**config.mk**
```make
export PLATFORM = sky130hd
export DESIGN_NAME = condicionador_botoes
export DESIGN_NICKNAME = d
export VERILOG_FILES = /design/src/rtl/condicionador_botoes.sv
export SDC_FILE = /design/constraint.sdc
export NUM_CORES = 1
export LEC_CHECK = 0
export BUFFER_PORTS_ARGS = -buffer_cell sky130_fd_sc_hd__buf_2
export CAP_MARGIN = 20
export CORE_MARGIN = 2
export CORE_UTILIZATION = 25
export DETAILED_ROUTE_END_ITERATION = 8
export SETUP_SLACK_MARGIN = 0.05
export SLEW_MARGIN = 10
export SYNTH_ARGS = -nofsm -noshare
export SYNTH_HDL_FRONTEND = slang
export SYNTH_SLANG_ARGS = --single-unit
```
**constraint.sdc**
```tcl
create_clock -name clock -period 3.33 [get_ports clock]
set_clock_uncertainty 0.05 [all_clocks]
set_input_delay 0.333 -clock clock [delete_from_list [all_inputs] [get_ports clock]]
set_output_delay 0.333 -clock clock [all_outputs]
set_load 0.03 [all_outputs]
```
**src/rtl/condicionador_botoes.sv**
```systemverilog
// Button conditioner: synchronises four raw push-buttons, debounces press and
// release, rejects multi-button chords and emits one clean code per press.
module condicionador_botoes #(
   parameter int DEBOUNCE_CYCLES = 50000
) (
   input  logic       clock,
   input  logic       reset,
   input  logic [3:0] botoes_in,
   output logic [3:0] botoes,
   output logic       jogada_pulso,
   output logic       erro_multiplo,
   output logic [3:0] db_estado
);

   localparam int CW = (DEBOUNCE_CYCLES > 1) ? $clog2(DEBOUNCE_CYCLES) : 1;
   localparam logic [CW-1:0] CNT_MAX = CW'(DEBOUNCE_CYCLES - 1);
   localparam logic [CW-1:0] CNT_ONE = CW'(1);

   typedef enum logic [3:0] {
      OCIOSO      = 4'd0,
      FILTRA      = 4'd1,
      PRESSIONADO = 4'd2,
      SOLTANDO    = 4'd3,
      INVALIDO    = 4'd4
   } estado_t;

   logic [3:0]    r_sync1;
   logic [3:0]    r_b_s;
   logic [3:0]    r_cand;
   logic [CW-1:0] r_cnt;
   estado_t       r_estado;
   logic [3:0]    r_botoes;
   logic          r_jogada;
   logic          r_erro;

   estado_t       w_estado_next;
   logic [3:0]    w_cand_next;
   logic [CW-1:0] w_cnt_next;
   logic [3:0]    w_botoes_next;
   logic          w_jogada_next;
   logic          w_erro_next;
   logic          w_one_hot;

   assign w_one_hot = (r_cand != 4'd0) && ((r_cand & (r_cand - 4'd1)) == 4'd0);

   always_ff @(posedge clock or posedge reset) begin
      if (reset) begin
         r_sync1  <= 4'd0;
         r_b_s    <= 4'd0;
         r_cand   <= 4'd0;
         r_cnt    <= '0;
         r_estado <= OCIOSO;
         r_botoes <= 4'd0;
         r_jogada <= 1'b0;
         r_erro   <= 1'b0;
      end else begin
         r_sync1  <= botoes_in;
         r_b_s    <= r_sync1;
         r_cand   <= w_cand_next;
         r_cnt    <= w_cnt_next;
         r_estado <= w_estado_next;
         r_botoes <= w_botoes_next;
         r_jogada <= w_jogada_next;
         r_erro   <= w_erro_next;
      end
   end

   always_comb begin
      w_estado_next = r_estado;
      w_cand_next   = r_cand;
      w_cnt_next    = r_cnt;
      w_botoes_next = r_botoes;
      w_jogada_next = 1'b0;
      w_erro_next   = 1'b0;
      case (r_estado)
         OCIOSO: begin
            w_botoes_next = 4'd0;
            if (r_b_s != 4'd0) begin
               w_cand_next   = r_b_s;
               w_cnt_next    = CNT_ONE;
               w_estado_next = FILTRA;
            end
         end
         FILTRA: begin
            if (r_b_s == 4'd0) begin
               w_estado_next = OCIOSO;
            end else if (r_b_s != r_cand) begin
               // Pattern changed mid-filter: restart the count on the new pattern.
               w_cand_next = r_b_s;
               w_cnt_next  = CNT_ONE;
            end else if (r_cnt == CNT_MAX) begin
               if (w_one_hot) begin
                  w_botoes_next = r_cand;
                  w_jogada_next = 1'b1;
                  w_estado_next = PRESSIONADO;
               end else begin
                  w_erro_next   = 1'b1;
                  w_estado_next = INVALIDO;
               end
            end else begin
               w_cnt_next = r_cnt + CNT_ONE;
            end
         end
         PRESSIONADO: begin
            // Any change, including an added button, starts the release filter.
            if (r_b_s != r_cand) begin
               w_estado_next = SOLTANDO;
               w_cnt_next    = (r_b_s == 4'd0) ? CNT_ONE : '0;
            end
         end
         SOLTANDO, INVALIDO: begin
            if (r_estado == INVALIDO) w_botoes_next = 4'd0;
            if (r_b_s != 4'd0) begin
               w_cnt_next = '0;
            end else if (r_cnt == CNT_MAX) begin
               w_botoes_next = 4'd0;
               w_estado_next = OCIOSO;
            end else begin
               w_cnt_next = r_cnt + CNT_ONE;
            end
         end
         default: begin
            w_estado_next = OCIOSO;
            w_botoes_next = 4'd0;
            w_cnt_next    = '0;
         end
      endcase
   end

   assign botoes        = r_botoes;
   assign jogada_pulso  = r_jogada;
   assign erro_multiplo = r_erro;
   assign db_estado     = r_estado;

endmodule

```
After elaboration in Yosys (flattened, before gate mapping) --
Index checks and enable logic that the tools add are counted. Widths: inputs -> output; s select.
Word-level totals: flip-flop bits (word level) 38, bits of input ports 6, output and inout port bits 10, word-level logic and storage cells 80
Cells by class: add/sub/neg operators 2, equality and inequality tests 17, muxes and demuxes 39, bitwise gates (word level) 2, reductions and logical operators 12
Operators with widths (count):
- $mux 16 | 6
- $mux 4 | 17
- $pmux 16 s4 | 1
- $ne 2x2->1 const B | 9
- $add 16x1->16 const B | 1
- $eq 16x16->1 const B | 1
- $pmux 4 s4 | 1
- $logic_not 4->1 | 3
- $pmux 4 s3 | 1
- $mux 1 | 11
- $eq 4x2->1 const B | 2
- $pmux 4 s2 | 1
- $reduce_bool 4->1 | 2
- $ne 3x3->1 const B | 2
- $reduce_and 6->1 | 1
- $reduce_and 5->1 | 1
- $and 4x4->4 | 1
- $eq 4x1->1 const B | 1
- $eq 4x3->1 const B | 1
- $ne 4x4->1 | 1
- $reduce_and 4->1 | 1
- $sub 4x1->4 const B | 1
- $mux 3 | 1
- $reduce_and 3->1 | 1
- 4 further kinds | 4

Depth between registers and ports, before layout --
Gate-level depths: netlist of the first run.
word-level depth 9, depth in mapped cells 8, mapped depth without buffers 6

Least setup slack after synthesis of the first run --
No wires, ideal clock.
path kind reg2reg, start point reg r_cnt[0], end point reg r_cnt[4], setup time 0.078 ns, data arrival time 1.924 ns, required time 3.202 ns, setup slack 1.278 ns, cell stages (with the launch flop) 8, path buffers 1, clock period less this slack 2.052 ns, cells stage by stage dfrtp_1 ha_1 and4_1 and4_1 buf_2 a211o_2 or3_1 a21oi_1
Between the ends: longest elaborated chain between the ends 5
RTL lines:
- start: declaration | line 30 | logic [CW-1:0] r_cnt;
- start signal: assignment | line 60 | r_cnt <= w_cnt_next;
- $add 16x1->16 or $eq 16x16->1 (tied branches)
- $mux 16 (*) | line 91, 115
- $mux 16 | line 87 | end else if (r_b_s != r_cand) begin
- $mux 16 | line 85 | if (r_b_s == 4'd0) begin
- $pmux 16 s4 (*) | line 75 | case (r_estado)
Every way passes the cells marked *; elsewhere a longest branch is shown, timed or not. The select of a mux whose other input is x is not followed. A chain may end at the register's enable or synchronous reset.

Worst setup path after layout of the first run --
start point reg r_estado[1] (netlist: db_estado[1]), end point reg r_cnt[1]
Between the ends: longest elaborated chain between the ends 3
RTL lines:
- start: declaration | line 31 | estado_t r_estado;
- start signal: assignment | line 61 | r_estado <= w_estado_next;
- $eq 4x3->1, or another cell as far along | line 75
- $reduce_or 2->1 or $ne 2x2->1 (tied branches)
- $pmux 16 s4 or $reduce_and 3->1 (tied branches)
Several ways; a longest one is shown, not always the timed one.

==> results of run 1 <==
[logic make-up after synthesis]
group                    after synthesis  share of synthesized area, %
buffers and inverters                 20                          5.02
multiplexers                           4                          2.22
other                                  1                         0.190
adder cells (fa/ha/maj)                1                         0.635
AND/OR/NAND/NOR                       61                          17.8
AO/OA/AOI/OAI                         47                          20.0
XOR/XNOR                              16                          7.11
flip-flops                            37                          47.0
[power breakdown]
group	internal [mW]	total (mW)	leakage (nW)	switching [mW]
sequential	0.462	0.480	0.479	0.0181
clock	0.151	0.331	0.0447	0.179
combinational	0.0329	0.0792	0.339	0.0463
[layer usage]
layer / vias to the layer above / track usage (%) / wire, um
li1: 712 / - / -
met1: 670 / 14.0 / 1950
met2: 23 / 13.5 / 1570
met3: 4 / 2.93 / 149
met4: 0 / 3.31 / 47
met5: - / 0 / 0
[cell usage after synthesis (all sizes together) (2+ instances only)]
library cell	n
nor3	3
a22o	4
nand2	11
o31ai	3
inv	9
nand2b	2
xor2	2
nor4	2
a211o	2
xnor2	14
o21ai	8
nor2	14
a2111oi	7
dfrtp	37
buf	7
and2	2
a211oi	5
nand3	7
o21a	2
and3	3
clkbuf	4
and4	4
a21oi	6
or3	2
mux2	3
nand4	5
[metrics by stage]
stage	power, mW	hold WS, ns
2_1_floorplan	0.555	0.281
3_3_place_gp	0.569	0.285
3_5_place_dp	0.571	0.285
4_1_cts	0.903	0.0776
5_1_grt	0.938	0.0707
6_report	0.890	0.0647
[registers in the layout, indices dropped and copies added, names as in the netlist]
| signal | count |
|---|---|
| r_sync1 | 4 |
| r_b_s | 4 |
| r_cnt | 16 |
| r_cand | 4 |
| db_estado | 3 |
| erro_multiplo | 1 |
| botoes | 4 |
| jogada_pulso | 1 |
[cell type report]
class | count | area [um^2]
Timing Repair Buffer | 15 | 77.6
Fill cell | 826 | 5480
Inverter | 9 | 33.8
Clock inverter | 3 | 25.0
Tap cell | 102 | 128
Clock buffer | 5 | 68.8
Sequential cell | 37 | 926
Multi-Input combinational cell | 130 | 946
[path summary, 6_finish.rpt]
path                              start          to  slack (ns)
max in group asynchronous         reset    r_cnt[7]        2.83
setup / recovery           db_estado[1]    r_cnt[1]        1.08
hold reg to reg              r_sync1[3]    r_b_s[3]        0.30
min in group clock         botoes_in[3]  r_sync1[3]        0.09
hold / removal                    reset  r_sync1[0]        0.06
setup reg to reg           db_estado[1]    r_cnt[1]        1.08
[cells in the final DEF (no fill, tap or decap), drive strengths merged, types with 4 or more instances in the layout]
cell type  count
nor2          14
a2111oi        7
buf           15
and4           4
o21ai          8
nand2         11
a21oi          6
inv           10
xnor2         14
clkbuf         5
dfrtp         37
a211oi         5
a22o           4
nand4          5
nand3          7
[worst reg2reg max path: cells and delay by family (launching register included)]
| kind | cells | cell delay (ns) |
|---|---|---|
| compound gates | 1 | 0.29 |
| flops | 1 | 0.69 |
| mux | 1 | 0.18 |
| simple gates | 3 | 0.90 |
==> metrics, run 1 <==
outcome completed; synth unique cells 54; Worst EP required 3.44 ns; DP Area 2110 um^2; first-pass detailed-route iteration total 4; # resized after CTS 0; initial antenna violation count 0; H-tree Lvls 2; Final ANT Viol Nets 0; max-cap violation count 0; vias in the first global route 1355; Synth Net Count 194; CP max FO 14; Final Critical Period 2.25 ns; # port buffers 14; FF-to-FF path depth 5; DR vias/cell 4.68; Die Area 8610 um^2; DRC viols 0; mapped cell area 1970 um^2; clk_lat worst skew 0.29 ns; Worst path depth 5; fraction of layout cells with a size suffix above 1 17.1%; root buffer cell clkbuf_8; CTS Hold Bufs 0; Worst Path Arrival 2.35 ns; 1st-iter DRT viols 150; critical path buffer and inverter count 0; Area growth syn-to-layout 11.9%; clk sinks 37; Inst Count DP 293; GRT Util Overall 9.65%; routed len/inst 12.4 um; row cnt 32; number of synthesized flops with an enable pin 0; Syn Area/Cell 10.5 um^2; die extent in x 92.8 um; # diodes 0; Die Y 92.8 um; Synth warnings 0; critical path's largest stage delay 0.69 ns; Setup WS pre-CTS 1.07 ns; final WL 3720 um; Fin Setup TNS 0 ns; share of the synthesized area in the top cell type 47.0%; PD cells 404 nW/um^2; CP endpoint kind flop; most used cell, CP nor2_1; final instance area 2200 um^2; post-layout util 28.7%; final period utilization 67.5%; Final GP Congestion 0.860; setup ws final 1.08 ns; delay-heaviest family, CP simple AND/OR/NAND/NOR gates; kind of critical path flop to flop; crit path launch type flop; Slew HR 44.3%; VDD IR max 0.146 mV; largest area contributor in the netlist dfrtp_1; Initial Util 25.6%; #FFs+latches synth 37; FFs w/ async S/R, synth 100%; postcts setup bufs 0; Achievable Freq 445 MHz; Pleak 0.863 nW; Final Max Slew Viols 0; CTS tree built; dpl hpwl 2650 um; grt total ovfl 0; top_reg_cell synth dfrtp_1; min-delay worst type primary input to async pin; Seq/Total Area, Yosys 47.0%; # nets final 205; largest net degree at the start of global routing 38; via count 1409; Hold Vio Cnt, Final 0; Final setup viols 0; CTS Buf Count 5; Worst-path clk slew 0.08 ns; Top-Level Pins 16; RSZ-0062 raised after global routing false; post-route insts no fill 301; Gate Count Post-Synth 187; top cells by area, synth dfrtp_1 (47%), xnor2_1 (6.2%), nor2_1 (2.7%); Least-Margin Pin Slew 0.832 ns; worst-path cell chain nand2b_1, nor2_1, a211o_2, mux2i_1, nor2_1; Clock Tree Buf Depth 2; Crit-path slowest cell dfrtp_1; first-pass GRT wire length 6580 um; Placeable Area 7690 um^2
Note: power is estimated with default switching activity, not from simulation.
==> run 2: changes to the inputs <==
==> constraint.sdc (replaced) <==
create_clock -name clock -period 2.3 [get_ports clock]
set_clock_uncertainty 0.05 [all_clocks]
set_input_delay 0.23 -clock clock [delete_from_list [all_inputs] [get_ports clock]]
set_output_delay 0.23 -clock clock [all_outputs]
set_load 0.03 [all_outputs]
==> metrics, run 2 (same netlist as run 1, synthesis figures left out) <==
RR Endpoint botoes[1]; first-pass detailed-route iteration total 4; clk sinks 37; power share of the clock group 35.6%; H-tree Lvls 2; most frequent cells in the layout dfrtp_1 (36), xnor2_1 (14), nor2_1 (14), buf_2 (14), nand2_1 (11); first-pass GRT wire length 7290 um; Final setup viols 0; grt total ovfl 0; Gate power share 10.0%; die extent in x 92.8 um; failing checks hold timing; global routing's busiest layer met1; vias in the first global route 1435; CTS tree built; Achievable Freq 472 MHz; Hold Vio Cnt, Final 37; Slew HR 62.9%; CP max FO 7; largest net degree at the start of global routing 38; VDD IR max 0.208 mV; crit path launch type flop; Top reg by flops r_cnt; commonest non-fill, non-tap cell in the layout dfrtp_1; Final Critical Period 2.12 ns; M2 GR Usage 15.0%; clk_lat worst skew 0.29 ns; Die Y 92.8 um; CP endpoint kind flop; Worst Hold Margin -0.0201 ns; Largest register FFs 16; Die Area 8610 um^2; # nets final 218; Worst Path Arrival 2.25 ns; CTS Buf Count 5; final WL 4130 um; Clock Tree Buf Depth 2; sequential share of power 54.4%; max-cap violation count 0; Final ANT Viol Nets 0; via count 1494; initial antenna violation count 0; Top-Level Pins 16; outcome complete, but fails checks; postcts setup bufs 0; Final GP Congestion 0.795; Least-Margin Pin Slew 0.548 ns; fraction of layout cells with a size suffix above 1 22.2%; GRT Util Overall 10.7%; Pleak 0.925 nW; FF-to-FF Start r_b_s[1]; kind of critical path flop to flop; Initial Util 25.6%; # port buffers 14; root buffer cell clkbuf_8; Worst EP required 2.43 ns; Fillers 808; # diodes 0; Fin Setup TNS 0 ns; row cnt 32; Worst-path clk slew 0.08 ns; GR met1 Demand/Resource 15.8%; DR vias/cell 4.76; routed len/inst 13.2 um; RSZ-0062 raised after global routing false; 1st-iter DRT viols 124; Sequential cell area 927 um^2; P_int 0.934 mW; Switching Fraction 26.9%; Multi-input gate area 951 um^2; FF-to-FF path depth 4; Placeable Area 7690 um^2; Final Power 1.28 mW; PD cells 553 nW/um^2; reg2reg setup slack 0.18 ns; GRT met3 Usage 2.44%; DRC viols 0; min-delay worst type primary input to async pin; final period utilization 92.1%; dpl hpwl 2890 um; Final Max Slew Viols 0; Area growth syn-to-layout 17.3%; Sw Pwr 0.343 mW
-- run 2: cell types whose count changed in the layout (fill, tap and decap cells not counted), sizes merged --
| cell | delta |
|---|---|
| dlygate4sd3 | +4 |
| buf | +9 |
| clkinv | +1 |
| inv | -1 |
-- run 2: repair_timing --
item	CTS	global route
gates resized for setup	0	4
hold buffers	4	0
hold endpoints to repair	4	0
setup endpoints to repair	0	18
-- run 2: layer usage --
layer	share of wire [%]	wire length [um]
met2	42	1730
met4	1.8	76
met5	0	0
met3	3.1	129
met1	53	2200
-- run 2: worst max-delay path by stage --
stage,cells after the start,start,slack [ns],endpoint
final,4,r_b_s[1],0.18,botoes[1]
after global routing,5,r_b_s[1],0.07,r_cnt[14]
after CTS,6,r_cnt[0],0.13,r_cnt[6]
after detailed placement,6,r_cnt[0],0.15,r_cnt[6]
after global placement,6,r_cnt[0],0.17,r_cnt[6]
after floorplan,7,r_cnt[0],0.25,r_cnt[4]
-- run 2: cell type report --
| cell class | instances | share of cell area, % |
|---|---|---|
| clock buffers | 5 | 2.98 |
| multi-input cells | 130 | 41.1 |
| clock inverters | 3 | 0.758 |
| well taps | 102 | 5.52 |
| repair buffers | 28 | 8.01 |
| inverters | 9 | 1.46 |
| flip-flops and latches | 37 | 40.1 |
-- run 2: critical path, stage by stage, from the launching register on --
cell	delay [ns]
dfrtp_1	0.42
or4_1	0.73
o31ai_1	0.35
o22ai_1	0.19
a22o_1	0.26
-- run 2: per-stage QoR --
| stage | hold WS (ns) | setup slack (ns) | std cells | cell area, um^2 | util (%) |
|---|---|---|---|---|---|
| floorplan | 0.211 | 0.248 | 187 | 1970 | - |
| global route | 0.0338 | 0.0673 | 314 | 2310 | 30.1 |
| global placement | 0.284 | 0.171 | 302 | 2180 | 28.3 |
| CTS | 0.000295 | 0.127 | 314 | 2300 | 30.0 |
| finish | -0.0201 | 0.181 | 314 | 2310 | 30.1 |
| detailed placement | 0.287 | 0.145 | 302 | 2180 | 28.3 |
-- run 2: power groups by stage --
stage	registers, mW	clock network (mW)	logic [mW]
after global routing	0.700	0.502	0.144
after detailed placement	0.708	0	0.122
final	0.695	0.454	0.127
after global placement	0.707	0	0.120
after floorplan	0.702	0	0.102
after CTS	0.695	0.470	0.128
